File: src/rtl/snn_pkg.sv
// Shared widths, FSM encoding and saturation helper for the spiking layers.
package snn_pkg;

    localparam int unsigned N_IN  = 49;
    localparam int unsigned N_OUT = 10;
    localparam int unsigned XW    = 3;
    localparam int unsigned WW    = 16;
    localparam int unsigned ACCW  = 24;

    localparam logic signed [WW-1:0] VTH = 16'sd256;

    typedef logic [1:0] state_t;
    localparam state_t IDLE  = 2'd0;
    localparam state_t ISSUE = 2'd1;
    localparam state_t DRAIN = 2'd2;
    localparam state_t FIRE  = 2'd3;

    localparam logic signed [ACCW:0] SatMax = (ACCW+1)'((2 ** (WW - 1)) - 1);
    localparam logic signed [ACCW:0] SatMin = ~SatMax;

    // Clamp a membrane sum to the signed WW-bit range.
    function automatic logic signed [WW-1:0] sat16(input logic signed [ACCW:0] val);
        if (val > SatMax) begin
            return SatMax[WW-1:0];
        end else if (val < SatMin) begin
            return SatMin[WW-1:0];
        end
        return val[WW-1:0];
    endfunction

endpackage

File: src/rtl/lif_fire.sv
// Combinational leaky-integrate-and-fire update: saturated add, threshold, reset-on-fire.
module lif_fire
    import snn_pkg::*;
#(
    parameter logic signed [WW-1:0] Vth = VTH
) (
    input  logic signed [WW-1:0]   v_old_i,
    input  logic signed [ACCW-1:0] acc_i,
    output logic signed [WW-1:0]   v_new_o,
    output logic                   spike_o
);

    logic signed [ACCW:0] vsum;
    logic signed [WW-1:0] vsat;

    always_comb begin
        vsum    = $signed({{(ACCW + 1 - WW){v_old_i[WW-1]}}, v_old_i})
                + $signed({acc_i[ACCW-1], acc_i});
        vsat    = sat16(vsum);
        spike_o = (vsat >= Vth);
        v_new_o = spike_o ? '0 : vsat;
    end

endmodule

File: src/rtl/fc_lif_seq.sv
// Sequential fully-connected LIF layer: one MAC per cycle against an external weight ROM.
module fc_lif_seq
    import snn_pkg::*;
#(
    parameter int unsigned          N_IN  = 49,
    parameter int unsigned          N_OUT = 10,
    parameter int unsigned          XW    = 3,
    parameter int unsigned          WW    = 16,
    parameter int unsigned          ACCW  = 24,
    parameter logic signed [WW-1:0] VTH   = 16'sd256,
    parameter int unsigned          AW    = 9
) (
    input  logic                    clk,
    input  logic                    rst,
    input  logic                    start,
    input  logic                    clr_state,
    input  logic [N_IN*XW-1:0]      x_p,
    input  logic [N_OUT*WW-1:0]     b,
    output logic                    w_rd,
    output logic [AW-1:0]           w_addr,
    input  logic signed [WW-1:0]    w_data,
    output logic [N_OUT-1:0]        s_out,
    output logic [N_OUT*WW-1:0]     v_out,
    output logic                    busy,
    output logic                    done
);

    localparam int unsigned NW = (N_OUT > 1) ? $clog2(N_OUT) : 1;
    localparam int unsigned IW = (N_IN > 1) ? $clog2(N_IN) : 1;
    localparam logic [NW-1:0] NLast = NW'(N_OUT - 1);
    localparam logic [IW-1:0] ILast = IW'(N_IN - 1);

    state_t                 state_q, state_d;
    logic [NW-1:0]          n_q, n_d;
    logic [IW-1:0]          i_q, i_d;
    logic [AW-1:0]          addr_q, addr_d;
    logic [N_IN*XW-1:0]     x_q, x_d;
    logic [N_OUT*WW-1:0]    b_q, b_d;
    logic signed [ACCW-1:0] acc_q, acc_d;
    logic                   mac_vld_q;
    logic [XW-1:0]          xi_q;
    logic signed [WW-1:0]   v_q [N_OUT];
    logic signed [WW-1:0]   v_d [N_OUT];
    logic [N_OUT-1:0]       s_q, s_d;
    logic [N_OUT-1:0]       s_out_q, s_out_d;
    logic [N_OUT*WW-1:0]    v_out_q, v_out_d;
    logic                   done_q, done_d;

    logic signed [XW+WW:0]  prod;
    logic [WW-1:0]          bias_sel;
    logic signed [WW-1:0]   v_new;
    logic                   spike;

    lif_fire #(
        .Vth(VTH)
    ) u_lif (
        .v_old_i(v_q[n_q]),
        .acc_i  (acc_q),
        .v_new_o(v_new),
        .spike_o(spike)
    );

    // Bias for the neuron about to start: live bus on start, captured copy afterwards.
    always_comb begin
        bias_sel = b[WW-1:0];
        if (state_q == FIRE && n_q != NLast) begin
            bias_sel = b_q[(int'(n_q) + 1) * WW +: WW];
        end
    end

    always_comb begin
        state_d = state_q;
        n_d     = n_q;
        i_d     = i_q;
        addr_d  = addr_q;
        x_d     = x_q;
        b_d     = b_q;
        acc_d   = acc_q;
        s_d     = s_q;
        v_d     = v_q;
        s_out_d = s_out_q;
        v_out_d = v_out_q;
        done_d  = 1'b0;
        prod    = $signed({1'b0, xi_q}) * w_data;

        // w_data lands one cycle after its read; mac_vld_q tracks that latency.
        if (mac_vld_q) begin
            acc_d = acc_q + ACCW'(prod);
        end

        unique case (state_q)
            IDLE: begin
                if (clr_state) begin
                    for (int k = 0; k < N_OUT; k++) begin
                        v_d[k] = '0;
                    end
                    v_out_d = '0;
                end
                if (start) begin
                    state_d = ISSUE;
                    n_d     = '0;
                    i_d     = '0;
                    addr_d  = '0;
                    x_d     = x_p;
                    b_d     = b;
                    acc_d   = {{(ACCW - WW){bias_sel[WW-1]}}, bias_sel};
                end
            end
            ISSUE: begin
                addr_d = addr_q + 1'b1;
                if (i_q == ILast) begin
                    state_d = DRAIN;
                end else begin
                    i_d = i_q + 1'b1;
                end
            end
            DRAIN: begin
                state_d = FIRE;
            end
            FIRE: begin
                v_d[n_q] = v_new;
                s_d[n_q] = spike;
                i_d      = '0;
                if (n_q == NLast) begin
                    state_d = IDLE;
                    n_d     = '0;
                    addr_d  = '0;
                    done_d  = 1'b1;
                    s_out_d = s_d;
                    for (int k = 0; k < N_OUT; k++) begin
                        v_out_d[k*WW +: WW] = v_d[k];
                    end
                end else begin
                    state_d = ISSUE;
                    n_d     = n_q + 1'b1;
                    acc_d   = {{(ACCW - WW){bias_sel[WW-1]}}, bias_sel};
                end
            end
            default: begin
                state_d = IDLE;
            end
        endcase
    end

    always_ff @(posedge clk or posedge rst) begin
        if (rst) begin
            state_q   <= IDLE;
            n_q       <= '0;
            i_q       <= '0;
            addr_q    <= '0;
            x_q       <= '0;
            b_q       <= '0;
            acc_q     <= '0;
            mac_vld_q <= 1'b0;
            xi_q      <= '0;
            s_q       <= '0;
            s_out_q   <= '0;
            v_out_q   <= '0;
            done_q    <= 1'b0;
            for (int k = 0; k < N_OUT; k++) begin
                v_q[k] <= '0;
            end
        end else begin
            state_q   <= state_d;
            n_q       <= n_d;
            i_q       <= i_d;
            addr_q    <= addr_d;
            x_q       <= x_d;
            b_q       <= b_d;
            acc_q     <= acc_d;
            mac_vld_q <= (state_q == ISSUE);
            xi_q      <= x_q[i_q*XW +: XW];
            s_q       <= s_d;
            s_out_q   <= s_out_d;
            v_out_q   <= v_out_d;
            done_q    <= done_d;
            for (int k = 0; k < N_OUT; k++) begin
                v_q[k] <= v_d[k];
            end
        end
    end

    assign w_rd   = (state_q == ISSUE);
    assign w_addr = addr_q;
    assign busy   = (state_q != IDLE);
    assign done   = done_q;
    assign s_out  = s_out_q;
    assign v_out  = v_out_q;

endmodule

File: config.mk
export PLATFORM = sky130hd
export DESIGN_NAME = fc_lif_seq
export DESIGN_NICKNAME = d
export VERILOG_FILES = /design/src/rtl/snn_pkg.sv /design/src/rtl/lif_fire.sv /design/src/rtl/fc_lif_seq.sv
export SDC_FILE = /design/constraint.sdc
export NUM_CORES = 2
export LEC_CHECK = 0
export ABC_AREA = 1
export ABC_CLOCK_PERIOD_IN_PS = 24700
export BUFFER_PORTS_ARGS = -buffer_cell sky130_fd_sc_hd__buf_4
export CELL_PAD_IN_SITES_DETAIL_PLACEMENT = 1
export CELL_PAD_IN_SITES_GLOBAL_PLACEMENT = 2
export CORE_ASPECT_RATIO = 0.9
export CORE_MARGIN = 2
export CORE_UTILIZATION = 30
export DETAILED_ROUTE_END_ITERATION = 12
export GPL_TIMING_DRIVEN = 0
export HOLD_SLACK_MARGIN = 0.08
export PLACE_DENSITY_LB_ADDON = 0.15
export REMOVE_ABC_BUFFERS = 1
export SYNTH_ARGS = -nofsm -noshare
export SYNTH_HDL_FRONTEND = slang
export SYNTH_SLANG_ARGS = --single-unit
File: constraint.sdc
create_clock -name clk -period 24.7 [get_ports clk]
set_input_delay 7.41 -clock clk [delete_from_list [all_inputs] [get_ports clk]]
set_output_delay 7.41 -clock clk [all_outputs]
set_load 0.01 [all_outputs]
==> impl_metrics.csv <==
group,metric,value,unit
sta,hold_violations,0,
global_route,grt_pass1_wl,222000,µm
synth,yosys_warnings,0,
sta,rsz0062_at_grt,"no",
die,start_util,0.303,
final_layout,num-nets-final,5598,
pwr,switching_share,0.473,
sta,min_period_over_period,0.458,
critical_path,critPathMaxFanout,5,
synth,synth-async-reset-ratio,1.00,
detailed_routing,drt_iter0_drc,2067,
critical_path,path_class,"in -> reg",
pwr,leakage,23.1,nW
placed_design,gp_congestion,0.823,
placed_design,portBuffers,508,
detailed_routing,dr.pass1.iters,5,
sta,finalSetupTns,0,ns
synth,ys_ff_latch,680,
pwr,p_sw,0.00282,W
sta,clock.fmax,0.0883,GHz
cts,clk_root_buffer_cell,"clkbuf_16",
global_route,antenna_found_initial,23,
final_layout,drive_gt1_frac,0.149,
min_path,hp-class,"reg -> reg",
critical_path,critPathLaunchType,"primary input",
detailed_routing,avgRoutedWirePerCell,21.4,µm
global_route,grt_overflow,0,
cts,cts_buffers,85,
synth,syn-cell-area,0.0362,mm²
die,rows,120,
die,die-area,0.123,mm²
synth,syn_avg_cell_area,7.57,µm²
synth,netlist_instances,4779,
critical_path,cp-end-kind,"flip-flop",
sta,slew_viol_final,0,
flow_run,cap_violations,0,
critical_path,r2r_cells,28,
sta,worst_pin_slew,1.35,ns
cts,postCtsSetupBuffers,0,
detailed_routing,viasPerCell,4.94,
pwr,pwr-share-seq,0.286,
final_layout,fillers,14481,
detailed_routing,routed_wl,146000,µm
cts,clk_latency,0.70,ns
pwr,clkPwrFrac,0.217,
global_route,track_usage,0.237,
sta,slew_headroom,0.0993,
pwr,combinationalPowerShare,0.496,
cts,post_cts_hold_buffer_count,0,
placed_design,hpwl,102000,µm
die,boundaryPins,509,
min_path,holdPathStages,2,
die,core_area,0.119,mm²
synth,ys_seq_area_frac,0.471,
global_route,grt_max_degree,145,
cts,cts_sinks,680,
synth,synth_edf_count,0,
cts,cts.path.max_buffers,3,
pwr,vdd.ir_drop.worst,0.0737,mV
outcome,status,"finished, final reports clean",
cts,cts_tree,"done",
pwr,powerDensity,132,mW/mm²
cts,cts_resized,0,
die,die_w,370,µm
critical_path,worstPathRequired,25.24,ns
detailed_routing,drc,0,
final_layout,syn2layout_area_growth,24.2,%
global_route,first_global_vias,35310,
synth,ys.flop_type,"dfrtp_1",
sta,finalClockSkew,0.0397,ns
critical_path,arrival,11.86,ns
sta,holdWs,0.470,ns
die,fp.dieH,333,µm
pwr,p_int,0.00313,W
cts,path_clk_slew,0.05,ns
detailed_routing,via_count,33695,
detailed_routing,postRouteAntennaNets,0,
synth,synth_cell_types,51,
cts,h-tree-depth,3,
sta,finalSetupViolations,0,
sta,min_period,11.32,ns
-- cells in the final DEF (no fill, tap or decap), drive strengths merged, types with 15 or more instances in the layout --
cell type,count
o22ai,83
nand3,314
a22oi,79
buf,553
clkinv,16
nand2,1904
a21oi,141
o211ai,36
o21ai,296
o221ai,30
clkbuf,130
fa,38
nor2,300
dfrtp,680
diode,16
nand4,16
xnor2,15
inv,410
ha,76
-- state kept, by name (all words and copies together), names as in the netlist, 4 cells and up --
register / flops
b_q: 144
v_out: 160
n_q: 4
w_addr: 9
s_out: 10
v_q: 160
acc_q: 24
x_q: 147
i_q: 6
s_q: 9
-- path summary, 6_finish.rpt --
check	startpoint	endpoint	slack [ns]
min in group asynchronous	rst	b_q[97]	6.77
min	x_q[137]	x_q[137]	0.47
max	w_data[2]	acc_q[21]	13.38
min reg2reg	x_q[137]	x_q[137]	0.47
max in group asynchronous	rst	v_q[84]	16.30
max reg2reg	n_q[1]	v_out[57]	16.99
-- worst max-delay path, cell delays in order --
cell and delay (ns):
buf_4 0.12, nand2_1 0.06, inv_1 0.05, ha_1 0.26, inv_1 0.04, fa_1 0.47, inv_1 0.05, fa_1 0.43
ha_1 0.37, inv_1 0.09, nor3_1 0.18, a21oi_1 0.13, o21ai_0 0.31, a21boi_0 0.23, o21ai_0 0.41, a21oi_1 0.19
o21ai_0 0.50, nand2_1 0.15, nand3_1 0.10, nand3_1 0.11, nand3_1 0.15, nand2_1 0.05
-- cell usage after synthesis, drive strengths merged (5+ instances only) --
master | n | area [µm²]
buf | 51 | 241
ha | 76 | 951
o311a | 6 | 60.1
o221ai | 30 | 263
o211ai | 36 | 270
a31oi | 7 | 43.8
o22ai | 83 | 519
nand3 | 314 | 1580
a22oi | 79 | 593
o21ai | 296 | 1480
clkbuf | 211 | 792
o2111ai | 11 | 96.3
fa | 38 | 761
nand2 | 1904 | 7310
nor3 | 13 | 65.1
and3 | 5 | 31.3
nand4 | 16 | 100
inv | 407 | 1530
dfrtp | 680 | 17000
o31ai | 6 | 45.0
xnor2 | 15 | 131
or2 | 7 | 43.8
xor2 | 13 | 114
a21oi | 141 | 706
a22o | 7 | 61.3
nor2 | 300 | 1150
nand3b | 5 | 41.3
clkinv | 6 | 22.5
-- power by group through the flow --
| stage | Sequential, W | Clock [W] | Combinational [W] |
|---|---|---|---|
| 6_report | 0.00170 | 0.00129 | 0.00295 |
| 5_1_grt | 0.00175 | 0.00137 | 0.00332 |
| 4_1_cts | 0.00171 | 0.00133 | 0.00299 |
| 3_5_place_dp | 0.00172 | 0 | 0.00297 |
| 3_3_place_gp | 0.00172 | 0 | 0.00287 |
| 2_1_floorplan | 0.00164 | 0 | 0.00183 |
-- cells by family after synthesis --
| logic type | count (synthesis) | synth area share |
|---|---|---|
| AND/OR/NAND/NOR | 2569 | 0.287 |
| AO/OA/AOI/OAI | 711 | 0.117 |
| flip-flops | 680 | 0.471 |
| buffers and inverters | 675 | 0.0715 |
| adder cells (fa/ha/maj) | 114 | 0.0473 |
| XOR/XNOR | 28 | 0.00678 |
| multiplexers | 2 | 0.000554 |
-- cell type report --
class / instances / area (µm²) / share of cell area
Antenna cell: 16 / 40.0 / 0.000892
Clock buffer: 130 / 2540 / 0.0565
Clock inverter: 18 / 285 / 0.00635
Inverter: 413 / 1590 / 0.0354
Multi-Input combinational cell: 3424 / 16700 / 0.372
Sequential cell: 680 / 17000 / 0.379
Tap cell: 1586 / 1980 / 0.0442
Timing Repair Buffer: 553 / 4740 / 0.106
-- metrics by stage --
stage	worst slack [ns]	power, W	utilization	instance area (µm²)	std cells
floorplan	-1.77	0.00348	-	35100	4517
global placement	-12.86	0.00459	0.343	40900	6611
detailed placement	12.67	0.00470	0.353	42000	6656
CTS	13.40	0.00603	0.376	44900	6804
global route	13.00	0.00643	0.377	44900	6819
finish	13.38	0.00595	0.377	44900	6820
-- layer usage --
layer	global-route usage	part of all wire	routed length [µm]	up-vias
li1	-	-	-	16135
met1	0.318	0.46	67000	16775
met2	0.382	0.47	68700	594
met4	0.0770	0.026	3740	8
met5	0	0.00036	53	-
met3	0.0454	0.046	6700	183
Power figures use the tool's default switching activity.
